### config.mk
export PLATFORM = sky130hd
export DESIGN_NAME = serial_add2_seq
export DESIGN_NICKNAME = d
export VERILOG_FILES = /design/src/rtl/serial_add2_seq.sv
export SDC_FILE = /design/constraint.sdc
export NUM_CORES = 1
export LEC_CHECK = 0
export BUFFER_PORTS_ARGS = -buffer_cell sky130_fd_sc_hd__buf_4
export CELL_PAD_IN_SITES_DETAIL_PLACEMENT = 2
export CELL_PAD_IN_SITES_GLOBAL_PLACEMENT = 2
export CORE_ASPECT_RATIO = 1.25
export CORE_MARGIN = 2
export CORE_UTILIZATION = 25
export CTS_BUF_LIST = sky130_fd_sc_hd__clkbuf_4 sky130_fd_sc_hd__clkbuf_8 sky130_fd_sc_hd__clkbuf_16
export DETAILED_ROUTE_END_ITERATION = 7
export GPL_ROUTABILITY_DRIVEN = 0
export PLACE_DENSITY = 0.7
export SLEW_MARGIN = 15
export SYNTH_ARGS = -nofsm -noshare
export SYNTH_HDL_FRONTEND = slang
export SYNTH_SLANG_ARGS = --single-unit
### constraint.sdc
create_clock -name clk -period 4.6 [get_ports clk]
set_clock_uncertainty 0.2 [all_clocks]
set_input_delay 0.23 -clock clk [delete_from_list [all_inputs] [get_ports clk]]
set_output_delay 0.23 -clock clk [all_outputs]
set_load 0.02 [all_outputs]
### src/rtl/serial_add2_seq.sv
// Digit-serial adder: two bits of a+b+cin per clock through a 2-bit ripple slice,
// with a valid/ready handshake on both the operand and the result side.
module serial_add2_seq #(
    parameter int unsigned W = 16
) (
    input  logic         clk,
    input  logic         rst,
    input  logic         in_valid,
    output logic         in_ready,
    input  logic [W-1:0] a,
    input  logic [W-1:0] b,
    input  logic         cin,
    output logic         out_valid,
    input  logic         out_ready,
    output logic [W-1:0] sum,
    output logic         cout
);

    localparam int unsigned Digits = W / 2;
    localparam int unsigned CntW   = (Digits > 1) ? $clog2(Digits) : 1;

    typedef enum logic [1:0] {StIdle, StRun, StDone} state_e;

    state_e          state_q, state_d;
    logic [W-1:0]    a_q, a_d, b_q, b_d, sum_q, sum_d;
    logic            carry_q, carry_d, cout_q, cout_d;
    logic [CntW-1:0] cnt_q, cnt_d;

    logic [1:0]      a_dig, b_dig;
    logic            s0, s1, c1, c2;
    logic [W-1:0]    dig_mask, dig_val;
    logic            last_dig;

    // Current digit slice and its placement in the sum register.
    always_comb begin
        a_dig    = 2'(a_q >> (2 * cnt_q));
        b_dig    = 2'(b_q >> (2 * cnt_q));
        s0       = a_dig[0] ^ b_dig[0] ^ carry_q;
        c1       = (a_dig[0] & b_dig[0]) | (a_dig[0] & carry_q) | (b_dig[0] & carry_q);
        s1       = a_dig[1] ^ b_dig[1] ^ c1;
        c2       = (a_dig[1] & b_dig[1]) | (a_dig[1] & c1) | (b_dig[1] & c1);
        dig_mask = W'(2'b11) << (2 * cnt_q);
        dig_val  = W'({s1, s0}) << (2 * cnt_q);
        last_dig = (cnt_q == CntW'(Digits - 1));
    end

    always_comb begin
        state_d = state_q;
        a_d     = a_q;
        b_d     = b_q;
        sum_d   = sum_q;
        carry_d = carry_q;
        cout_d  = cout_q;
        cnt_d   = cnt_q;
        unique case (state_q)
            StIdle: begin
                if (in_valid) begin
                    a_d     = a;
                    b_d     = b;
                    carry_d = cin;
                    cnt_d   = '0;
                    sum_d   = '0;
                    cout_d  = 1'b0;
                    state_d = StRun;
                end
            end
            StRun: begin
                sum_d   = (sum_q & ~dig_mask) | dig_val;
                carry_d = c2;
                // Counter parks on the last digit instead of wrapping.
                if (last_dig) begin
                    cout_d  = c2;
                    state_d = StDone;
                end else begin
                    cnt_d = cnt_q + 1'b1;
                end
            end
            StDone: begin
                if (out_ready) begin
                    state_d = StIdle;
                end
            end
            default: state_d = StIdle;
        endcase
    end

    always_ff @(posedge clk) begin
        if (rst) begin
            state_q <= StIdle;
            a_q     <= '0;
            b_q     <= '0;
            sum_q   <= '0;
            carry_q <= 1'b0;
            cout_q  <= 1'b0;
            cnt_q   <= '0;
        end else begin
            state_q <= state_d;
            a_q     <= a_d;
            b_q     <= b_d;
            sum_q   <= sum_d;
            carry_q <= carry_d;
            cout_q  <= cout_d;
            cnt_q   <= cnt_d;
        end
    end

    assign in_ready  = (state_q == StIdle);
    assign out_valid = (state_q == StDone);
    assign sum       = sum_q;
    assign cout      = cout_q;

endmodule

# Word level (Yosys, flattened, before mapping)
# Cells that the tools add are included.
op_classes:
  addsub: 1
  eq_ne: 7
  n_shift: 4
  mux: 14
  n_bitwise: 17
  n_reduce_logical: 7
ops:
  columns: ["cell", "n"]
  rows:
  - ["one-hot mux 16 bit (2 select lines)", 1]
  - [">> shifter 16 x 4 -> 2 bit", 2]
  - ["AND 16 bit", 1]
  - ["two-way mux 16 bit", 1]
  - ["NOT 16 bit", 1]
  - ["bitwise OR 16 bit", 1]
  - ["left shift 2 x 4 -> 16 bit", 1]
  - ["left shift 2 x 4 -> 16 bit (first input constant)", 1]
  - ["AND reduction 3 bit", 3]
  - ["AND 1 bit", 6]
  - ["two-way mux 2 bit", 3]
  - ["two-way mux 3 bit", 2]
  - ["!= test 2 bit (second input constant)", 3]
  - ["one-hot mux 2 bit (3 select lines)", 1]
  - ["one-hot mux 3 bit (2 select lines)", 1]
  - ["bitwise OR 1 bit", 4]
  - ["one-hot mux 1 bit (2 select lines)", 2]
  - ["AND reduction 2 bit", 2]
  - ["bitwise XOR 1 bit", 4]
  - ["adder 3 x 1 -> 3 bit (second input constant)", 1]
  - ["== test 3 bit (second input constant)", 1]
  - ["two-way mux 1 bit", 3]
  - ["== test 2 x 1 -> 1 bit (second input constant)", 1]
  - ["== test 2 bit (second input constant)", 1]
  - ["other kinds (3)", 3]
totals:
  reg_bits: 55
  input_bits: 37
  out_inout_bits: 19
  wordCells: 57

# Longest topological paths before layout
# Gate-level depths: netlist (run 1).
depth:
  depth_word: 9
  depth_mapped: 9
  mapped_depth_nobuf: 8

# Worst setup path before layout (run 1)
# No wires, ideal clock.
synth_path:
  path_type: "register to register"
  start: "register cnt_q[1]"
  end: "register sum_q[1] (netlist: sum[1])"
  setup_time_ps: 117
  t_arrival_ps: 2476
  t_required_ps: 4283
  slack_ps: 1807
  stages_incl_launch_ff: 9
  path_buffers: 1
  synth_period_minus_slack_ps: 2793
  cell_sequence: "dfxtp_1 -> clkbuf_8 -> mux4_2 -> nand2_1 -> nand2_1 -> fa_1 -> fa_1 -> and3_1 -> a22o_1"
synth_between:
  elab_chain_cells: 8
  elab_cells_between_ends: 15
  classes_between: "shift (4); mux (1); bitwise (10)"
synth_lines:
  columns: ["item", "line", "source"]
  rows:
  - ["from (decl)", "27", "logic [CntW-1:0] cnt_q, cnt_d;"]
  - ["from (signal assigned)", "103", "cnt_q <= cnt_d;"]
  - [">> shifter 16 x 4 -> 2 bit, on equally long branches", "36, 37", null]
  - ["AND 1 bit", "39", "c1 = (a_dig[0] & b_dig[0]) | (a_dig[0] & carry_q) | (b_dig[0] & carry_q);"]
  - ["bitwise OR 1 bit (2 in series)", "39", null]
  - ["bitwise XOR 1 bit", "40", "s1 = a_dig[1] ^ b_dig[1] ^ c1;"]
  - ["left shift 2 x 4 -> 16 bit", "43", "dig_val = W'({s1, s0}) << (2 * cnt_q);"]
  - ["bitwise OR 16 bit *", "68", "sum_d = (sum_q & ~dig_mask) | dig_val;"]
  - ["one-hot mux 16 bit (2 select lines) *", "55", "unique case (state_q)"]
  - ["to (signal assigned)", "100", "sum_q <= sum_d;"]
  - ["to (decl)", "25", "logic [W-1:0] a_q, a_d, b_q, b_d, sum_q, sum_d;"]
# Mark *: on every way between the ends. The rest lies on a longest branch, timed or not.
# A chain may end at the register's enable or synchronous reset.

# Worst setup path after layout (run 1)
layout_path:
  start: "register cnt_q[1]"
  end: "register sum_q[3] (netlist: sum[3])"
# The elaborated chain is that of the path after synthesis.

==> results of run 1 <==
final cells by class:
cell class / count / area, sq um
Timing Repair Buffer: 76 / 618
Inverter: 6 / 22.5
Tap cell: 126 / 158
Fill cell: 1083 / 6370
Multi-Input combinational cell: 192 / 1230
Clock inverter: 1 / 8.76
Clock buffer: 7 / 146
Sequential cell: 55 / 1100
sequential cells by signal, indices dropped and copies added (netlist names):
register / cells
cnt_q: 3
carry_q: 1
sum: 16
state_q: 2
a_q: 16
cout: 1
b_q: 16
layer usage:
metal,wire length (microns),global-route usage,up-vias
met1,3000,0.162,1063
met2,3860,0.265,48
met3,249,0.0247,8
met4,131,0.0431,0
met5,0,0,-
li1,-,-,1070
worst max-delay path, cell delays in order (launching register included):
cell     delay [ns]
dfxtp_1        0.79
mux4_1         0.63
nand2_1        0.08
nand2_1        0.09
fa_1           0.42
fa_1           0.48
and3_1         0.24
a22o_1         0.24
what timing repair did:
action                                 in CTS  in global routing
hold buffers                               19                  0
gates resized for setup                     0                  0
endpoints found under the hold margin      19                  0
kinds of logic (layout without fill, tap and decap cells):
group,after synthesis,in the layout,synth area share
and+or+nand+nor,108,108,0.194
muxes,10,10,0.0831
buffers and inverters,27,90,0.0676
DFF,55,55,0.441
AOI/OAI and AO/OA,66,66,0.168
adders and majority gates,8,8,0.0461
worst min path at each step:
stage          startpoint      end  depth (start not counted)
4_1_cts             b[10]  b_q[10]                          3
2_1_floorplan       a[13]  a_q[13]                          2
3_3_place_gp       b_q[8]   b_q[8]                          2
6_report             a[9]   a_q[9]                          3
5_1_grt              a[9]   a_q[9]                          3
3_5_place_dp      b_q[12]  b_q[12]                          2
report_power, final:
part / leakage [nW] / total [mW] / internal (mW) / switching (mW)
sequential: 0.449 / 0.517 / 0.497 / 0.0202
clock: 0.0775 / 0.395 / 0.224 / 0.171
combinational: 0.813 / 0.144 / 0.0703 / 0.0733
synth_stat cells, types with 2 or more instances:
master / instances / area (sq um)
or3_1: 2 / 12.5
nor3_1: 4 / 20.0
o31ai_1: 2 / 15.0
mux4_1: 2 / 52.6
a22o_1: 12 / 105
dfxtp_1: 55 / 1100
nand2b_1: 3 / 18.8
nor2_1: 5 / 18.8
and3_1: 2 / 12.5
mux2i_1: 2 / 20.0
ha_1: 6 / 75.1
clkbuf_1: 5 / 18.8
a21oi_1: 36 / 180
mux4_2: 6 / 135
and4b_1: 2 / 20.0
fa_1: 2 / 40.0
o21ai_0: 4 / 20.0
o2bb2ai_1: 2 / 17.5
nand2_1: 79 / 297
buf_6: 4 / 45.0
buf_2: 4 / 20.0
nor3b_1: 2 / 15.0
nor2b_1: 3 / 18.8
inv_1: 5 / 18.8
a211oi_1: 3 / 22.5
a311oi_1: 3 / 26.3
buf_4: 6 / 45.0
==> impl_metrics.csv, run 1 <==
group,metric,value,unit
hold_path,hold_path.class,"in -> reg",
sta,fmax,305,MHz
floorplanning,pin_count,56,
routing,post_drt_wl_per_cell,15.7,microns
floorplanning,chipHeight,116,microns
routing,drc,0,
sta,fin_setup_tns,0,ns
floorplanning,die_w,93.4,microns
sta,period_minus_slack,3.28,ns
sta,rsz0062_at_grt,"false",
clock_network,cts_root_buf,"clkbuf_16",
synthesis,yosys_warnings,0,
placement,dp_hpwl,4950,microns
sta,hold_viol,1,
pwr,fin_total_pwr,1.06,mW
finish,drive_gt1_frac,0.220,
finish,finalNonFillerCells,463,
sta,setup_slack,1.32,ns
placement,numPortBuffers,55,
sta,fin_crit_sh,0.713,
sta,setup_viol,0,
finish,layout_commonest_cell,"nand2_1",
finish,synthToLayoutAreaGrowth,31.6,%
grt,grt_use_total,0.141,
clock_network,clk_latency,0.29,ns
finish,n_antenna_cell,0,
setup_path,cp-startpoint,"cnt_q[1]",
clock_network,clockBufferDepth,2,
setup_path,crit_type,"reg -> reg",
run_status,violations,"hold timing",
finish,post-route-util,0.341,
routing,drtIter0Drc,61,
clock_network,post_cts_buffers,0,
grt,grt_max_degree,57,
run,drv_cap,0,
floorplanning,core,0.00966,sq mm
clock_network,htreeDepth,2,
sta,worst_slew_pin_slew,0.731,ns
floorplanning,initial_core_util,0.259,
setup_path,ff2ff_setup_slack,1.32,ns
placement,dp_worst_setup_slack,1.27,ns
run_status,outcome,"complete, but fails checks",
synthesis,ys_ff_latch,55,
synthesis,synth_top_flop_cell,"dfxtp_1",
setup_path,cp-end-kind,"flop",
routing,dr_total_vias,2189,
synthesis,synth-edff-count,0,
synthesis,synth.avg_cell_area,9.12,sq um
routing,drt_wl_total,7250,microns
routing,drt_first_pass_iters,4,
setup_path,cp-start-kind,"flop",
pwr,p_per_area,321,mW/mm^2
synthesis,ys_seq_area_frac,0.441,
placement,dpl.cell_count,436,
clock_network,cts_tree,"built",
sta,slew_viol_final,0,
setup_path,r2r-end,"sum[3]",
clock_network,numCtsBuffers,5,
floorplanning,core.rowCount,40,
placement,placed_area,0.00294,sq mm
finish,final_area,0.00329,sq mm
sta,slew_headroom,0.512,
routing,via_per_inst,4.73,
clock_network,clock_sinks,55,
clock_network,clk_pin_slew,0.07,ns
synthesis,ys_types,40,
synthesis,syn_area,0.00250,sq mm
setup_path,r2r-start,"cnt_q[1]",
setup_path,required,4.58,ns
sta,whs,-0.00409,ns
grt,overflow,0,
grt,grt_pass1_wl,11900,microns
routing,antenna_left,0,
pwr,power.leakage,1.34,nW
grt,antenna_found_initial,0,
setup_path,cp_max_fo,14,
grt,grt_pass1_vias,2367,
finish,final_cell_mix,"79 x nand2_1, 57 x buf_4, 55 x dfxtp_1",
synthesis,syn_inst,274,
synthesis,synth_nets,319,
floorplanning,die_area,0.0108,sq mm
setup_path,critPathArrivalTime,3.26,ns
setup_path,crit_end,"sum[3]",
finish,fin_nets,381,
setup_path,ff2ff_path_depth,7,
pwr,peakVddDrop,0.129,mV
synthesis,synthArstFlopShare,0,
Note: power is estimated with default switching activity, not from simulation.
==> inputs of run 2 (changes only) <==
Clock period 4.6 ns to 3.3 ns, I/O delays scaled along.
==> run 2 against run 1 <==
  * Via count is 3.5% higher
  * Fmax up 7.9%
  * Sequential share of layout area is 1.7 points lower
  * Hold slack improved by 0.039 ns
  * Count of clock-buffer cells in the layout is 1 lower
  * Clock power up 55%
  * The run now ends clean
  * Sequential power is 39% higher
  * Combinational power grew 51%
==> impl_metrics.csv, run 2 (synthesized netlist as in run 1, its figures left out) <==
group,metric,value,unit
hold_path,hold_path.class,"in -> reg",
finish,fin_nets,398,
clock_network,htreeDepth,2,
pwr,peakVddDrop,0.193,mV
setup_path,cp-start-kind,"flop",
routing,drtIter0Drc,47,
sta,fmax,329,MHz
placement,numPortBuffers,55,
routing,drc,0,
setup_path,path_depth,7,
sta,period_minus_slack,3.04,ns
finish,layout_commonest_cell,"nand2_1",
finish,final-seq-area,0.00110,sq mm
sta,hold_viol,0,
clock_network,clk_latency,0.29,ns
grt,overflow,0,
pwr,power.leakage,1.42,nW
routing,drt_first_pass_iters,4,
floorplanning,initial_core_util,0.259,
floorplanning,die_area,0.0108,sq mm
routing,dr_total_vias,2266,
clock_network,cts_root_buf,"clkbuf_16",
sta,fin_setup_tns,0,ns
grt,antenna_found_initial,0,
grt,grt_pass1_vias,2488,
grt,grt_use_total,0.150,
grt,grt_pass1_wl,12500,microns
routing,post_drt_wl_per_cell,15.4,microns
run,drv_cap,0,
setup_path,required,3.28,ns
setup_path,ff2ff_path_depth,7,
clock_network,clock_sinks,55,
finish,synthToLayoutAreaGrowth,38.8,%
finish,drive_gt1_frac,0.220,
floorplanning,pin_count,56,
setup_path,cp_max_fo,8,
setup_path,cp-end-kind,"flop",
sta,setup_slack,0.261,ns
placement,dp_worst_setup_slack,0.248,ns
sta,whs,0.0353,ns
clock_network,clockBufferDepth,2,
pwr,p_per_area,446,mW/mm^2
finish,n_antenna_cell,0,
clock_network,clk_pin_slew,0.07,ns
routing,drt_wl_total,7400,microns
routing,antenna_left,0,
floorplanning,die_w,93.4,microns
clock_network,cts_tree,"built",
setup_path,slowest_stage,"mux4_1",
grt,grt_max_degree,57,
floorplanning,core.rowCount,40,
routing,via_per_inst,4.72,
sta,slew_headroom,0.521,
pwr,fin_total_pwr,1.55,mW
finish,n_fill_cell,1104,
sta,slew_viol_final,0,
finish,multi_input_area,0.00123,sq mm
setup_path,cp_num_buf_inv,0,
sta,fin_crit_sh,0.921,
clock_network,numCtsBuffers,5,
setup_path,crit_type,"reg -> reg",
finish,post-route-util,0.359,
sta,worst_slew_pin_slew,0.713,ns
hold_path,hold_path_depth,4,
floorplanning,core,0.00966,sq mm
floorplanning,chipHeight,116,microns
sta,setup_viol,0,
placement,dp_hpwl,5230,microns
finish,final_cell_mix,"79 x nand2_1, 61 x buf_4, 55 x dfxtp_1",
run_status,outcome,"finished, final reports clean",
sta,rsz0062_at_grt,"false",
setup_path,critPathArrivalTime,3.02,ns
setup_path,path_cells,"mux4_1 > nand2_1 > nand2_1 > fa_1 > fa_1 > and3_1 > a22o_1",
setup_path,slowest_delay,0.62,ns
setup_path,crit_family,"adder cells",
## run 2: cell count changes in the layout (fill, tap and decap cells not counted)
cell	delta
buf_4	+4
clkbuf_4	-1
clkinv_4	-1
dlygate4sd3_1	+13
bufinv_16	+1
clkinv_2	+1
## run 2: metal layers
layer	wire, microns	part of all wire	vias to the layer above	global-route usage
met2	4140	0.56	43	0.293
met1	2940	0.40	1108	0.165
met3	215	0.029	7	0.0241
li1	-	-	1108	-
met5	0	0	-	0
met4	102	0.014	0	0.0441
## run 2: layout make-up
type / count / area share
multi-input combinational: 192 / 0.356
sequential: 55 / 0.317
timing repair buffer: 93 / 0.224
tap: 126 / 0.0455
clock buffer: 6 / 0.0400
clock inverter: 2 / 0.0101
inverter: 6 / 0.00649
## run 2: path summary, 6_finish.rpt
| path | startpoint | endpoint | slack, ns |
|---|---|---|---|
| worst max-delay path | cnt_q[1] | sum[3] | 0.26 |
| worst min-delay path | out_ready | state_q[1] | 0.04 |
| worst max register to register | cnt_q[1] | sum[3] | 0.26 |
| worst min register to register | b_q[10] | b_q[10] | 0.26 |
## run 2: timing repair
item,4_1_cts,5_1_grt
hold endpoints to repair,32,0
resized for setup,0,0
hold buffers,32,0
setup buffers,0,0
## run 2: tightest hold or removal path: cells and delay by family
kind	cells	cell delay, ns
AOI/OAI and AO/OA	1	0.14
buffers and inverters	1	0.09
and+or+nand+nor	2	0.09
## run 2: power breakdown
group	total, mW	internal [mW]	switching, mW
Combinational	0.218	0.111	0.107
Sequential	0.718	0.693	0.0246
Clock	0.613	0.378	0.235
## run 2: stage by stage
step | instance area (sq um) | std cells
finish | 3470 | 480
global route | 3470 | 480
CTS | 3470 | 480
global placement | 2970 | 440
floorplan | 2500 | 274
detailed placement | 2970 | 440
